**src/rtl/mem_arb_pkg.sv**
```systemverilog
// Shared types and default sizes for the unified-memory port arbiter.
package mem_arb_pkg;
  localparam int AW_DEF         = 32;
  localparam int DW_DEF         = 32;
  localparam int MAX_DBURST_DEF = 4;
  localparam int TIMEOUT_DEF    = 255;

  typedef enum logic [1:0] {IDLE, IBUSY, DBUSY} arb_state_t;
  typedef enum logic {PORT_I, PORT_D} port_sel_t;
endpackage

```
**src/rtl/mem_arb_watchdog.sv**
```systemverilog
// Loadable up-counter with clear and enable; o_tc flags the count at TIMEOUT.
module mem_arb_watchdog #(
  parameter int  TIMEOUT = 255,
  localparam int CW      = $clog2(TIMEOUT + 1)
) (
  input  logic          clk,
  input  logic          reset,
  input  logic          i_clr,
  input  logic          i_load,
  input  logic [CW-1:0] i_load_val,
  input  logic          i_en,
  output logic          o_tc
);
  logic [CW-1:0] r_cnt;

  assign o_tc = (r_cnt == CW'(TIMEOUT));

  // Clear beats load beats increment; the count parks at terminal.
  always_ff @(posedge clk or negedge reset) begin
    if (!reset)             r_cnt <= '0;
    else if (i_clr)         r_cnt <= '0;
    else if (i_load)        r_cnt <= i_load_val;
    else if (i_en && !o_tc) r_cnt <= r_cnt + 1'b1;
  end
endmodule

```
**src/rtl/mem_port_arbiter.sv**
```systemverilog
// Arbitrates fetch and data ports onto one single-ported, variable-latency memory.
module mem_port_arbiter
  import mem_arb_pkg::*;
#(
  parameter int AW         = AW_DEF,
  parameter int DW         = DW_DEF,
  parameter int MAX_DBURST = MAX_DBURST_DEF,
  parameter int TIMEOUT    = TIMEOUT_DEF
) (
  input  logic            clk,
  input  logic            reset,
  input  logic            i_req,
  input  logic [AW-1:0]   i_addr,
  output logic [DW-1:0]   i_rdata,
  output logic            i_ready,
  input  logic            d_req,
  input  logic            d_we,
  input  logic [AW-1:0]   d_addr,
  input  logic [DW-1:0]   d_wdata,
  input  logic [DW/8-1:0] d_wmask,
  output logic [DW-1:0]   d_rdata,
  output logic            d_ready,
  output logic            m_req,
  output logic            m_we,
  output logic [AW-1:0]   m_addr,
  output logic [DW-1:0]   m_wdata,
  output logic [DW/8-1:0] m_wmask,
  input  logic            m_ack,
  input  logic [DW-1:0]   m_rdata,
  output logic            err,
  output logic [31:0]     wait_cycles
);
  localparam int BW = $clog2(MAX_DBURST + 2);
  localparam int CW = $clog2(TIMEOUT + 1);

  arb_state_t      r_state, w_state_nxt;
  logic [BW-1:0]   r_burst, w_burst_nxt;
  logic            r_req, w_req_nxt;
  logic            r_we, w_we_nxt;
  logic [AW-1:0]   r_addr, w_addr_nxt;
  logic [DW-1:0]   r_wdata, w_wdata_nxt;
  logic [DW/8-1:0] r_wmask, w_wmask_nxt;
  logic            r_err;
  logic [31:0]     r_wait;

  logic      w_gnt, w_burst_max, w_busy, w_load, w_clr, w_abort, w_wd_tc, w_wait_inc;
  port_sel_t w_sel;

  assign w_busy      = (r_state != IDLE);
  assign w_burst_max = (r_burst == BW'(MAX_DBURST));

  mem_arb_watchdog #(.TIMEOUT(TIMEOUT)) u_wd (
    .clk        (clk),
    .reset      (reset),
    .i_clr      (w_clr),
    .i_load     (w_load),
    .i_load_val (CW'(1)),
    .i_en       (w_busy),
    .o_tc       (w_wd_tc)
  );

  // Data wins unless fetch has already waited out MAX_DBURST data grants.
  always_comb begin
    w_gnt = 1'b0;
    w_sel = PORT_I;
    if (d_req && (!w_burst_max || !i_req)) begin
      w_gnt = 1'b1;
      w_sel = PORT_D;
    end else if (i_req) begin
      w_gnt = 1'b1;
    end
  end

  always_comb begin
    w_state_nxt = r_state;
    w_burst_nxt = r_burst;
    w_req_nxt   = r_req;
    w_we_nxt    = r_we;
    w_addr_nxt  = r_addr;
    w_wdata_nxt = r_wdata;
    w_wmask_nxt = r_wmask;
    w_load      = 1'b0;
    w_clr       = 1'b0;
    w_abort     = 1'b0;
    case (r_state)
      IDLE: begin
        if (w_gnt) begin
          w_req_nxt = 1'b1;
          w_load    = 1'b1;
          if (w_sel == PORT_D) begin
            w_state_nxt = DBUSY;
            w_we_nxt    = d_we;
            w_addr_nxt  = d_addr;
            w_wdata_nxt = d_wdata;
            w_wmask_nxt = d_we ? d_wmask : '0;
            w_burst_nxt = i_req ? BW'(r_burst + 1'b1) : '0;
          end else begin
            w_state_nxt = IBUSY;
            w_we_nxt    = 1'b0;
            w_addr_nxt  = i_addr;
            w_wdata_nxt = '0;
            w_wmask_nxt = '0;
            w_burst_nxt = '0;
          end
        end
      end
      IBUSY, DBUSY: begin
        if (m_ack) begin
          w_state_nxt = IDLE;
          w_req_nxt   = 1'b0;
          w_clr       = 1'b1;
        end else if (w_wd_tc) begin
          // Hung access: abandon it silently; requester stays stalled.
          w_state_nxt = IDLE;
          w_req_nxt   = 1'b0;
          w_clr       = 1'b1;
          w_abort     = 1'b1;
        end
      end
      default: w_state_nxt = IDLE;
    endcase
  end

  always_ff @(posedge clk or negedge reset) begin
    if (!reset) begin
      r_state <= IDLE;
      r_burst <= '0;
      r_req   <= 1'b0;
      r_we    <= 1'b0;
      r_addr  <= '0;
      r_wdata <= '0;
      r_wmask <= '0;
    end else begin
      r_state <= w_state_nxt;
      r_burst <= w_burst_nxt;
      r_req   <= w_req_nxt;
      r_we    <= w_we_nxt;
      r_addr  <= w_addr_nxt;
      r_wdata <= w_wdata_nxt;
      r_wmask <= w_wmask_nxt;
    end
  end

  assign w_wait_inc = (i_req && !i_ready) || (d_req && !d_ready);

  always_ff @(posedge clk or negedge reset) begin
    if (!reset) begin
      r_err  <= 1'b0;
      r_wait <= '0;
    end else begin
      if (w_abort) r_err <= 1'b1;
      if (w_wait_inc && (r_wait != 32'hFFFF_FFFF)) r_wait <= r_wait + 32'd1;
    end
  end

  // Ready is gated by state so a stray ack in IDLE is dropped.
  assign i_ready     = (r_state == IBUSY) && m_ack;
  assign d_ready     = (r_state == DBUSY) && m_ack;
  assign i_rdata     = m_rdata;
  assign d_rdata     = m_rdata;
  assign m_req       = r_req;
  assign m_we        = r_we;
  assign m_addr      = r_addr;
  assign m_wdata     = r_wdata;
  assign m_wmask     = r_wmask;
  assign err         = r_err;
  assign wait_cycles = r_wait;
endmodule

```
**config.mk**
```make
export PLATFORM = sky130hd
export DESIGN_NAME = mem_port_arbiter
export DESIGN_NICKNAME = d
export VERILOG_FILES = /design/src/rtl/mem_arb_pkg.sv /design/src/rtl/mem_arb_watchdog.sv /design/src/rtl/mem_port_arbiter.sv
export SDC_FILE = /design/constraint.sdc
export NUM_CORES = 1
export LEC_CHECK = 0
export ABC_AREA = 1
export BUFFER_PORTS_ARGS = -buffer_cell sky130_fd_sc_hd__buf_2
export CORE_MARGIN = 2
export CORE_UTILIZATION = 42
export CTS_BUF_LIST = sky130_fd_sc_hd__clkbuf_2 sky130_fd_sc_hd__clkbuf_4 sky130_fd_sc_hd__clkbuf_8
export CTS_CLUSTER_DIAMETER = 100
export CTS_CLUSTER_SIZE = 40
export DETAILED_ROUTE_END_ITERATION = 16
export PLACE_DENSITY = 0.76
export SYNTH_ARGS = -nofsm -noshare
export SYNTH_HDL_FRONTEND = slang
export SYNTH_HIERARCHICAL = 1
export SYNTH_SLANG_ARGS = --single-unit
```
**constraint.sdc**
```tcl
create_clock -name clk -period 2.7 [get_ports clk]
set_clock_uncertainty 0.1 [all_clocks]
set_input_delay 0.54 -clock clk [delete_from_list [all_inputs] [get_ports clk]]
set_output_delay 0.54 -clock clk [all_outputs]
set_load 0.1 [all_outputs]
```
==> flow_metrics.py, run 1 <==
metrics = {
    "run_status": {
        "status": "finished clean",
    },
    "power_and_ir_drop": {
        "peakVddDrop_uv": 1579,
        "p_leak_nw": 4.264,
        "p_per_area_nw_per_um2": 1419,
        "power.total_w": 0.01114,
    },
    "cells_and_area": {
        "drive_above_1_share": 0.2646,
        "area_growth_pct": 19.06,
        "diodes": 0,
        "final_nets": 1194,
        "stdcell_count": 1273,
        "stdcell_area_um2": 7846,
    },
    "yosys": {
        "synth_cell_types": 36,
        "synth_area_leaders": "dfrtp_1 44%, nand2_1 19%, buf_4 7.6%",
        "async_flop_share": 1.000,
        "synth_area_leader_cell": "dfrtp_1",
        "synthFlopType": "dfrtp_1",
        "yosys.area_share.simple": 0.3199,
        "synth_compound_area_frac": 0.07784,
        "ys_warn_count": 6,
        "postSynthAreaPerCell_um2": 7.363,
        "synthAdderAreaFrac": 0.01329,
        "synth_xor_area_frac": 0.01861,
        "synth_area_um2": 6590,
        "yosysSeqAreaShare": 0.4405,
        "synth_top_family_by_area": "simple AND/OR/NAND/NOR gates",
        "synth-seq-cells": 116,
        "synth_top_area_share": 0.4405,
        "synth_edf_count": 0,
        "netlist_instances": 895,
        "synth_mux_area_frac": 0.001519,
    },
    "clocking": {
        "cts_tree": "done",
        "clkLatencyLatePin_ns": 0.45,
        "clock_sinks": 116,
        "clk_pin_slew_ns": 0.08,
        "cts_buffers": 17,
        "cts.path.max_buffers": 2,
        "root_buffer": "clkbuf_8",
        "htreeDepth": 4,
    },
    "timing": {
        "min_period_ns": 2.247,
        "finalCritPeriodShare": 0.8324,
        "fmax_mhz": 444.9,
        "final_max_slew_viol_count": 0,
        "maxSlewHeadroom": 0.6507,
        "setup_tns_ns": 0,
        "rsz0062_at_grt": "no",
        "setup_ws_ns": 0.4525,
        "setup_viol": 0,
        "hold_viol": 0,
        "tightest_slew_ns": 0.5276,
    },
    "drt": {
        "wl_um": 17770,
        "antenna_left": 0,
        "dr_wl_met3_um": 1197,
        "drt_iter0_markers": 366,
        "top_layer_used": "met4",
        "wl_met1_um": 7238,
        "wl_met2_um": 9070,
        "routed-via-count": 6129,
        "routedWlPerCell_um": 13.96,
        "viasPerCell": 4.815,
        "drcViolationCount": 0,
        "drt-pass1-iter-count": 6,
    },
    "global_route": {
        "grt_max_degree": 50,
        "grt_first_pass_wirelength_um": 28970,
        "grt_pass1_vias": 5935,
        "overflow": 0,
        "grt_usage": 0.2199,
        "antenna_found_initial": 0,
    },
    "setup_path": {
        "startpoint_type": "flip-flop",
        "required_ns": 2.06,
        "path_max_fanout": 3,
        "endpoint_kind": "output port",
        "cp.arrival_ns": 1.61,
        "critPathKind": "reg2out",
    },
    "floorplanning": {
        "dieWidth_um": 129.3,
        "io_pins": 307,
        "dieArea_um2": 16710,
        "core_um2": 15260,
        "row_count": 45,
        "initial_core_util": 0.4319,
        "die_h_um": 129.3,
    },
    "run": {
        "maxCapViolations": 0,
    },
    "placed_design": {
        "place.gp.congestion": 0.8578,
        "place_area_um2": 7427,
        "dp_hpwl_um": 13190,
        "dpl.cell_count": 1240,
        "dp_slack_ns": 0.6283,
        "portBuffers": 210,
    },
    "min_path": {
        "min_path_type": "in2reg",
    },
}
[layer usage]
metal	track usage	vias to the layer above
li1	-	3040
met1	0.2614	2844
met2	0.3845	224
met3	0.05987	21
met4	0.07481	0
met5	0	-
[kinds of logic (layout without fill, tap and decap cells)]
| kind of cell | after synthesis | count (layout) |
|---|---|---|
| AOI/OAI and AO/OA | 93 | 93 |
| xor gates and xnor gates | 14 | 14 |
| adders and majority gates | 7 | 7 |
| buffers and inverters | 150 | 311 |
| DFF | 116 | 116 |
| muxes | 1 | 1 |
| other | 2 | 8 |
| and+or+nand+nor | 512 | 512 |
[cell usage after synthesis, types with 5 or more instances]
cell type  count
nand2_1      337
dfrtp_1      116
nor2_1        89
o21ai_0       71
nand3_1       69
buf_4         67
inv_1         51
clkbuf_1      20
xor2_1        10
ha_1           7
o21ai_1        7
buf_2          5
[worst paths after layout]
| kind | cells past startpoint | endpoint | slack, ns | startpoint |
|---|---|---|---|---|
| max in group asynchronous | 3 | m_wmask[1]$_DFFE_PN0P_ | 1.40 | reset |
| max | 5 | d_ready | 0.45 | r_state[0]$_DFFE_PN0P_ |
| min in group asynchronous | 2 | wait_cycles[9]$_DFFE_PN0P_ | 0.45 | reset |
| max reg2reg | 9 | wait_cycles[2]$_DFFE_PN0P_ | 0.61 | wait_cycles[0]$_DFFE_PN0P_ |
| min reg2reg | 2 | m_wdata[10]$_DFFE_PN0P_ | 0.37 | m_wdata[10]$_DFFE_PN0P_ |
| min | 3 | m_wdata[25]$_DFFE_PN0P_ | 0.22 | d_wdata[25] |
[flip-flops by register name, summed over array words and instances (netlist names)]
name / count
m_wdata: 32
m_addr: 32
r_burst: 3
m_req: 1
r_state: 2
err: 1
u_wd/r_cnt: 8
m_wmask: 4
wait_cycles: 32
m_we: 1
[area by class of cell]
class | instances | area (um2)
fillers | 1509 | 7412
flip-flops and latches | 116 | 2903
multi-input cells | 635 | 2879
repair buffers | 223 | 1179
well taps | 211 | 264.0
clock buffers | 19 | 249.0
inverters | 56 | 212.7
clock inverters | 13 | 160.2
[critical path, cell delays in order (launching register included)]
cell     delay, ns
dfrtp_1       0.38
inv_1         0.11
ha_1          0.15
nand2_1       0.06
inv_1         0.05
buf_2         0.41
[cells in the final DEF, fill, tap and decap left out, drive strengths merged]
master / count
inv: 56
a211oi: 1
conb: 8
nand2: 346
nand4: 2
clkinv: 5
o21a: 1
clkinvlp: 5
clkbuf: 19
bufinv: 3
buf: 222
nand3: 69
o211ai: 1
a21o: 1
a21oi: 4
nor2: 95
o22ai: 3
xnor2: 4
dfrtp: 116
o21bai: 1
a31o: 1
ha: 7
o21ai: 80
mux2i: 1
xor2: 10
dlygate4sd3: 1
[where the power goes]
group          switching [W]  leakage (nW)  internal, W
sequential          0.000455          1.50      0.00237
clock               0.000744         0.195     0.000928
combinational        0.00561          2.57      0.00104
[per-stage QoR]
| step | hold slack (ns) | util |
|---|---|---|
| 3_5_place_dp | 0.3606 | 0.4868 |
| 6_report | 0.2179 | 0.5142 |
| 4_1_cts | 0.1926 | 0.5142 |
| 3_3_place_gp | 0.3606 | 0.4868 |
| 5_1_grt | 0.2121 | 0.5142 |
| 2_1_floorplan | 0.1444 | - |
[timing repair]
item | CTS | global route
gates resized for setup | 0 | 0
endpoints found under the hold margin | 23 | 0
buffers inserted | 0 | 0
hold buffers | 1 | 0
Note: power is estimated with default switching activity, not from simulation.
==> run 2, diff against run 1 <==
==> constraint.sdc (replaced) <==
create_clock -name clk -period 2.3 [get_ports clk]
set_clock_uncertainty 0.1 [all_clocks]
set_input_delay 0.46 -clock clk [delete_from_list [all_inputs] [get_ports clk]]
set_output_delay 0.46 -clock clk [all_outputs]
set_load 0.1 [all_outputs]
==> run 2 against run 1 <==
Effect of this change:
- the run now ends with negative hold slack left
- highest routed layer unchanged
- design area decreased by 0.62%
- clock power up 7%
- hold slack worse by 0.26 ns
- routed wire length shrank 2.1%
- core utilization is 0.32 points lower
- sequential share of layout area rose by 0.26 points
- critical path depth unchanged
- first-iteration DRC count decreased by 19%
- largest power group unchanged
==> flow_metrics.py, run 2 (synthesis results as in run 1) <==
metrics = {
    "timing": {
        "whs_ns": -0.03841,
        "hold_viol": 26,
        "setup_tns_ns": 0,
        "maxSlewHeadroom": 0.5686,
        "final_max_slew_viol_count": 0,
        "setup_viol": 0,
        "fmax_mhz": 457.3,
        "setup_ws_ns": 0.1135,
        "min_period_ns": 2.187,
        "finalCritPeriodShare": 0.9507,
        "tightest_slew_ns": 0.6471,
        "rsz0062_at_grt": "no",
    },
    "drt": {
        "drt_iter0_markers": 297,
        "wl_um": 17390,
        "drcViolationCount": 0,
        "drt-pass1-iter-count": 6,
        "antenna_left": 0,
        "routed-via-count": 6140,
        "viasPerCell": 4.842,
        "routedWlPerCell_um": 13.71,
    },
    "global_route": {
        "grt_usage": 0.2132,
        "grt_max_degree": 117,
        "grt_first_pass_wirelength_um": 28120,
        "busiest_layer": "met2",
        "antenna_found_initial": 1,
        "overflow": 0,
        "use_met1": 0.2632,
        "grt_util_met3": 0.05945,
        "grt_pass1_vias": 5691,
        "gr-usage-met2": 0.3548,
    },
    "setup_path": {
        "path_max_fanout": 3,
        "ff2ff_path_depth": 10,
        "critPathKind": "reg2out",
        "required_ns": 1.74,
        "endpoint_kind": "output port",
        "startpoint_type": "flip-flop",
        "cp.arrival_ns": 1.63,
    },
    "floorplanning": {
        "dieArea_um2": 16710,
        "dieWidth_um": 129.3,
        "io_pins": 307,
        "die_h_um": 129.3,
        "initial_core_util": 0.4319,
        "row_count": 45,
        "core_um2": 15260,
    },
    "clocking": {
        "clkLatencyLatePin_ns": 0.44,
        "ctsHoldBuffers": 0,
        "cts-resized-gates": 0,
        "clock_sinks": 116,
        "root_buffer": "clkbuf_8",
        "htreeDepth": 4,
        "cts.path.max_buffers": 2,
        "clk_pin_slew_ns": 0.08,
        "cts_setup_buffers": 0,
        "cts_buffers": 17,
        "cts_tree": "done",
    },
    "cells_and_area": {
        "ff_latch_area_um2": 2905,
        "final_common_cell": "nand2_1",
        "area_growth_pct": 18.32,
        "final_cell_mix": "337 x nand2_1, 209 x buf_2, 114 x dfrtp_1",
        "drive_above_1_share": 0.2633,
        "utilization": 0.5110,
        "multiInputGateArea_um2": 2879,
        "final_nets": 1188,
        "stdcell_count": 1268,
        "fillers": 1502,
    },
    "run_status": {
        "status": "complete, but fails checks",
        "violations": "negative hold slack",
    },
    "placed_design": {
        "dpl.cell_count": 1235,
        "place.gp.congestion": 0.8498,
        "dp_slack_ns": 0.2364,
        "dp_hpwl_um": 12630,
        "portBuffers": 210,
    },
    "power_and_ir_drop": {
        "peakVddDrop_uv": 2355,
        "power.total_w": 0.01292,
        "p_per_area_nw_per_um2": 1657,
        "p_leak_nw": 4.227,
    },
    "min_path": {
        "min_path_type": "in2async",
    },
    "run": {
        "maxCapViolations": 0,
    },
}
[run 2: power by group]
group	internal, W	switching [W]	leakage (nW)
registers	0.00278	0.000530	1.50
logic	0.00123	0.00659	2.55
clock network	0.000854	0.000929	0.175
[run 2: stage by stage]
stage	instance area [um2]	hold WS (ns)
4_1_cts	7795	0.01454
3_5_place_dp	7430	0.3608
3_3_place_gp	7430	0.3580
2_1_floorplan	6615	0.06441
5_1_grt	7795	0.02830
6_report	7797	-0.03841
[run 2: per-layer routing]
layer	wire, um	vias up
li1	-	3041
met1	7140	2856
met2	8623	219
met3	1188	24
met4	437	0
met5	0	-
[run 2: layout make-up]
type | instances | area share
clock inverter | 15 | 0.01685
multi-input combinational | 635 | 0.3692
clock buffer | 17 | 0.03001
tap | 211 | 0.03386
timing repair buffer | 217 | 0.1499
sequential | 116 | 0.3726
antenna | 1 | 0.0003209
inverter | 56 | 0.02728
[run 2: worst paths after layout]
path                                           start                          to  slack, ns
hold reg to reg                      err$_DFFE_PN0P_             err$_DFFE_PN0P_       0.37
min in group clk                         d_wdata[21]     m_wdata[21]$_DFFE_PN0P_       0.14
setup reg to reg           u_wd/r_cnt[0]$_DFFE_PN0P_   u_wd/r_cnt[1]$_DFFE_PN0P_       0.22
hold / removal                                 reset  wait_cycles[0]$_DFFE_PN0P_      -0.04
max in group asynchronous                      reset   u_wd/r_cnt[2]$_DFFE_PN0P_       1.61
setup / recovery              r_state[0]$_DFFE_PN0P_                     d_ready       0.11
[run 2: worst max-delay path: stages, from the launching register on]
cell,delay [ns]
dfrtp_1,0.40
inv_1,0.10
ha_1,0.15
nand2_1,0.06
inv_1,0.05
buf_2,0.41
==> run 3, diff against run 2 <==
--- a/config.mk
+++ b/config.mk
@@ -8,12 +8,12 @@
 export ABC_AREA = 1
 export BUFFER_PORTS_ARGS = -buffer_cell sky130_fd_sc_hd__buf_2
 export CORE_MARGIN = 2
-export CORE_UTILIZATION = 42
+export CORE_UTILIZATION = 49
 export CTS_BUF_LIST = sky130_fd_sc_hd__clkbuf_2 sky130_fd_sc_hd__clkbuf_4 sky130_fd_sc_hd__clkbuf_8
 export CTS_CLUSTER_DIAMETER = 100
 export CTS_CLUSTER_SIZE = 40
 export DETAILED_ROUTE_END_ITERATION = 16
-export PLACE_DENSITY = 0.76
+export PLACE_DENSITY = 0.86
 export SYNTH_ARGS = -nofsm -noshare
 export SYNTH_HDL_FRONTEND = slang
 export SYNTH_HIERARCHICAL = 1
==> run 3 against run 2 <==
Effect of this change:
- the flow now finishes without violations
- hold slack improved by 0.17 ns
- sequential power barely moved
- routed wire length rose by 0.63%
- design area rose by 0.18%
- clock power barely moved
- critical path depth did not move
- worst setup slack improved by 0.0087 ns
- critical path type unchanged
- critical endpoint unchanged
- largest cell class unchanged
- largest power group unchanged
==> flow_metrics.py, run 3 (synthesis results as in run 1) <==
metrics = {
    "run_status": {
        "status": "finished clean",
    },
    "floorplanning": {
        "dieArea_um2": 14390,
        "die_h_um": 120.0,
        "core_um2": 13190,
        "io_pins": 307,
        "row_count": 42,
        "dieWidth_um": 120.0,
        "initial_core_util": 0.4996,
    },
    "setup_path": {
        "regToRegSetupSlack_ns": 0.18,
        "required_ns": 1.74,
        "ff2ff_path_depth": 10,
        "cp_top_family": "buffers and inverters",
        "path_max_fanout": 3,
        "endpoint_kind": "output port",
        "path_cells": "inv_1, ha_1, nand2_1, inv_1, buf_2",
        "crit_slowest_cell": "buf_2",
        "timing.rr.start": "u_wd/r_cnt[0]$_DFFE_PN0P_",
        "startpoint_type": "flip-flop",
        "startpoint": "r_state[0]$_DFFE_PN0P_",
        "slowest_delay_ns": 0.41,
        "r2r-end": "u_wd/r_cnt[1]$_DFFE_PN0P_",
        "critPathBufInv": 3,
        "critPathKind": "reg2out",
        "cpMostUsedCell": "inv_1",
        "crit_end": "d_ready",
        "cp_num_cells": 5,
        "cp.arrival_ns": 1.62,
    },
    "timing": {
        "fmax_mhz": 459.2,
        "finalCritPeriodShare": 0.9469,
        "final_max_slew_viol_count": 0,
        "setup_tns_ns": 0,
        "hold_viol": 0,
        "whs_ns": 0.1349,
        "rsz0062_at_grt": "no",
        "min_period_ns": 2.178,
        "maxSlewHeadroom": 0.6427,
        "tightest_slew_ns": 0.5396,
        "setup_viol": 0,
    },
    "clocking": {
        "clock_sinks": 116,
        "clkLatencyLatePin_ns": 0.44,
        "cts.path.max_buffers": 2,
        "clk_pin_slew_ns": 0.08,
        "cts_tree": "done",
        "htreeDepth": 4,
        "root_buffer": "clkbuf_8",
        "cts_setup_buffers": 0,
        "cts_buffers": 17,
    },
    "drt": {
        "drcViolationCount": 0,
        "wl_met1_um": 6698,
        "wl_met2_um": 8802,
        "drt_iter0_markers": 412,
        "routedWlPerCell_um": 14.16,
        "antenna_left": 0,
        "top_layer_used": "met5",
        "viasPerCell": 5.084,
        "dr_wl_met3_um": 1323,
        "wl_um": 17500,
        "drt-pass1-iter-count": 5,
        "routed-via-count": 6284,
    },
    "global_route": {
        "grt_usage": 0.2556,
        "grt_pass1_vias": 6045,
        "grt_first_pass_wirelength_um": 29190,
        "grt_max_degree": 67,
        "overflow": 0,
        "antenna_found_initial": 2,
    },
    "cells_and_area": {
        "multiInputGateArea_um2": 2879,
        "final_nets": 1192,
        "final_cell_mix": "337 x nand2_1, 208 x buf_2, 114 x dfrtp_1",
        "drive_above_1_share": 0.2651,
        "final_common_cell": "nand2_1",
        "ff_latch_area_um2": 2905,
        "diodes": 0,
        "fillers": 1205,
        "area_growth_pct": 18.53,
    },
    "power_and_ir_drop": {
        "sw_frac_of_total": 0.6201,
        "power_frac_comb": 0.607,
        "switchingPower_w": 0.008055,
        "clkPwrFrac": 0.137,
        "p_leak_nw": 4.251,
        "power.internal_w": 0.004934,
        "p_per_area_nw_per_um2": 1663,
        "pwr-share-seq": 0.256,
        "peakVddDrop_uv": 3274,
    },
    "min_path": {
        "min_path_type": "in2reg",
    },
    "run": {
        "maxCapViolations": 0,
    },
    "placed_design": {
        "portBuffers": 210,
        "dp_hpwl_um": 12930,
        "place.gp.congestion": 0.9325,
    },
}
==> run 3: changes by cell type in the layout (fill, tap and decap cells not counted) <==
cell	delta
buf_12	+1
buf_2	-1
dlygate4sd3_1	+1
clkinv_2	-4
clkbuf_4	+3
diode_2	-1
clkinv_4	+2
buf_4	+2
==> run 3: layout make-up <==
class / count / area share
sequential: 116 / 0.3719
tap: 176 / 0.02819
clock buffer: 19 / 0.03188
inverter: 56 / 0.02723
timing repair buffer: 221 / 0.1557
multi-input combinational: 635 / 0.3686
clock inverter: 13 / 0.01650
==> run 3: per-stage QoR <==
stage	utilization	instances	setup WS (ns)	total power (W)	cell area, um2
after global routing	0.5922	1236	0.02979	0.01360	7811
after global placement	0.5626	1203	0.2574	0.01112	7421
after floorplan	-	901	0.04577	0.01022	6615
after CTS	0.5920	1236	0.06935	0.01305	7809
after detailed placement	0.5626	1203	0.2241	0.01124	7421
final	0.5922	1236	0.1221	0.01299	7811
==> run 3: routing by layer <==
| layer | GRT usage | vias to the layer above |
|---|---|---|
| met4 | 0.1265 | 2 |
| met1 | 0.2933 | 2915 |
| met5 | 0 | - |
| met3 | 0.07129 | 48 |
| li1 | - | 3037 |
| met2 | 0.4368 | 282 |
==> run 3: worst min-delay path, delay by kind of cell <==
kind	cells	cell delay, ns
AND/OR/NAND/NOR	2	0.11
buffers and inverters	1	0.07
==> run 3: worst min-delay path by stage <==
stage,cells past startpoint,start,slack [ns],end
6_report,3,d_wdata[31],0.13,m_wdata[31]$_DFFE_PN0P_
5_1_grt,3,d_wdata[27],0.13,m_wdata[27]$_DFFE_PN0P_
4_1_cts,3,d_wdata[31],0.10,m_wdata[31]$_DFFE_PN0P_
3_5_place_dp,1,reset,0.28,wait_cycles[17]$_DFFE_PN0P_
3_3_place_gp,1,reset,0.28,wait_cycles[5]$_DFFE_PN0P_
2_1_floorplan,0,reset,0.06,err$_DFFE_PN0P_
==> run 3: power groups by stage <==
stage / logic (W) / clock network (W) / registers (W)
3_3_place_gp: 0.00779 / 0 / 0.00332
4_1_cts: 0.00791 / 0.00182 / 0.00331
2_1_floorplan: 0.00225 / 0 / 0.00798
6_report: 0.00788 / 0.00178 / 0.00332
3_5_place_dp: 0.00791 / 0 / 0.00333
5_1_grt: 0.00827 / 0.00193 / 0.00341
==> run 3: repair_timing <==
item / CTS / global route
setup endpoints to repair: 0 / 1
resized for setup: 0 / 1
hold buffers: 1 / 0
endpoints found under the hold margin: 19 / 0
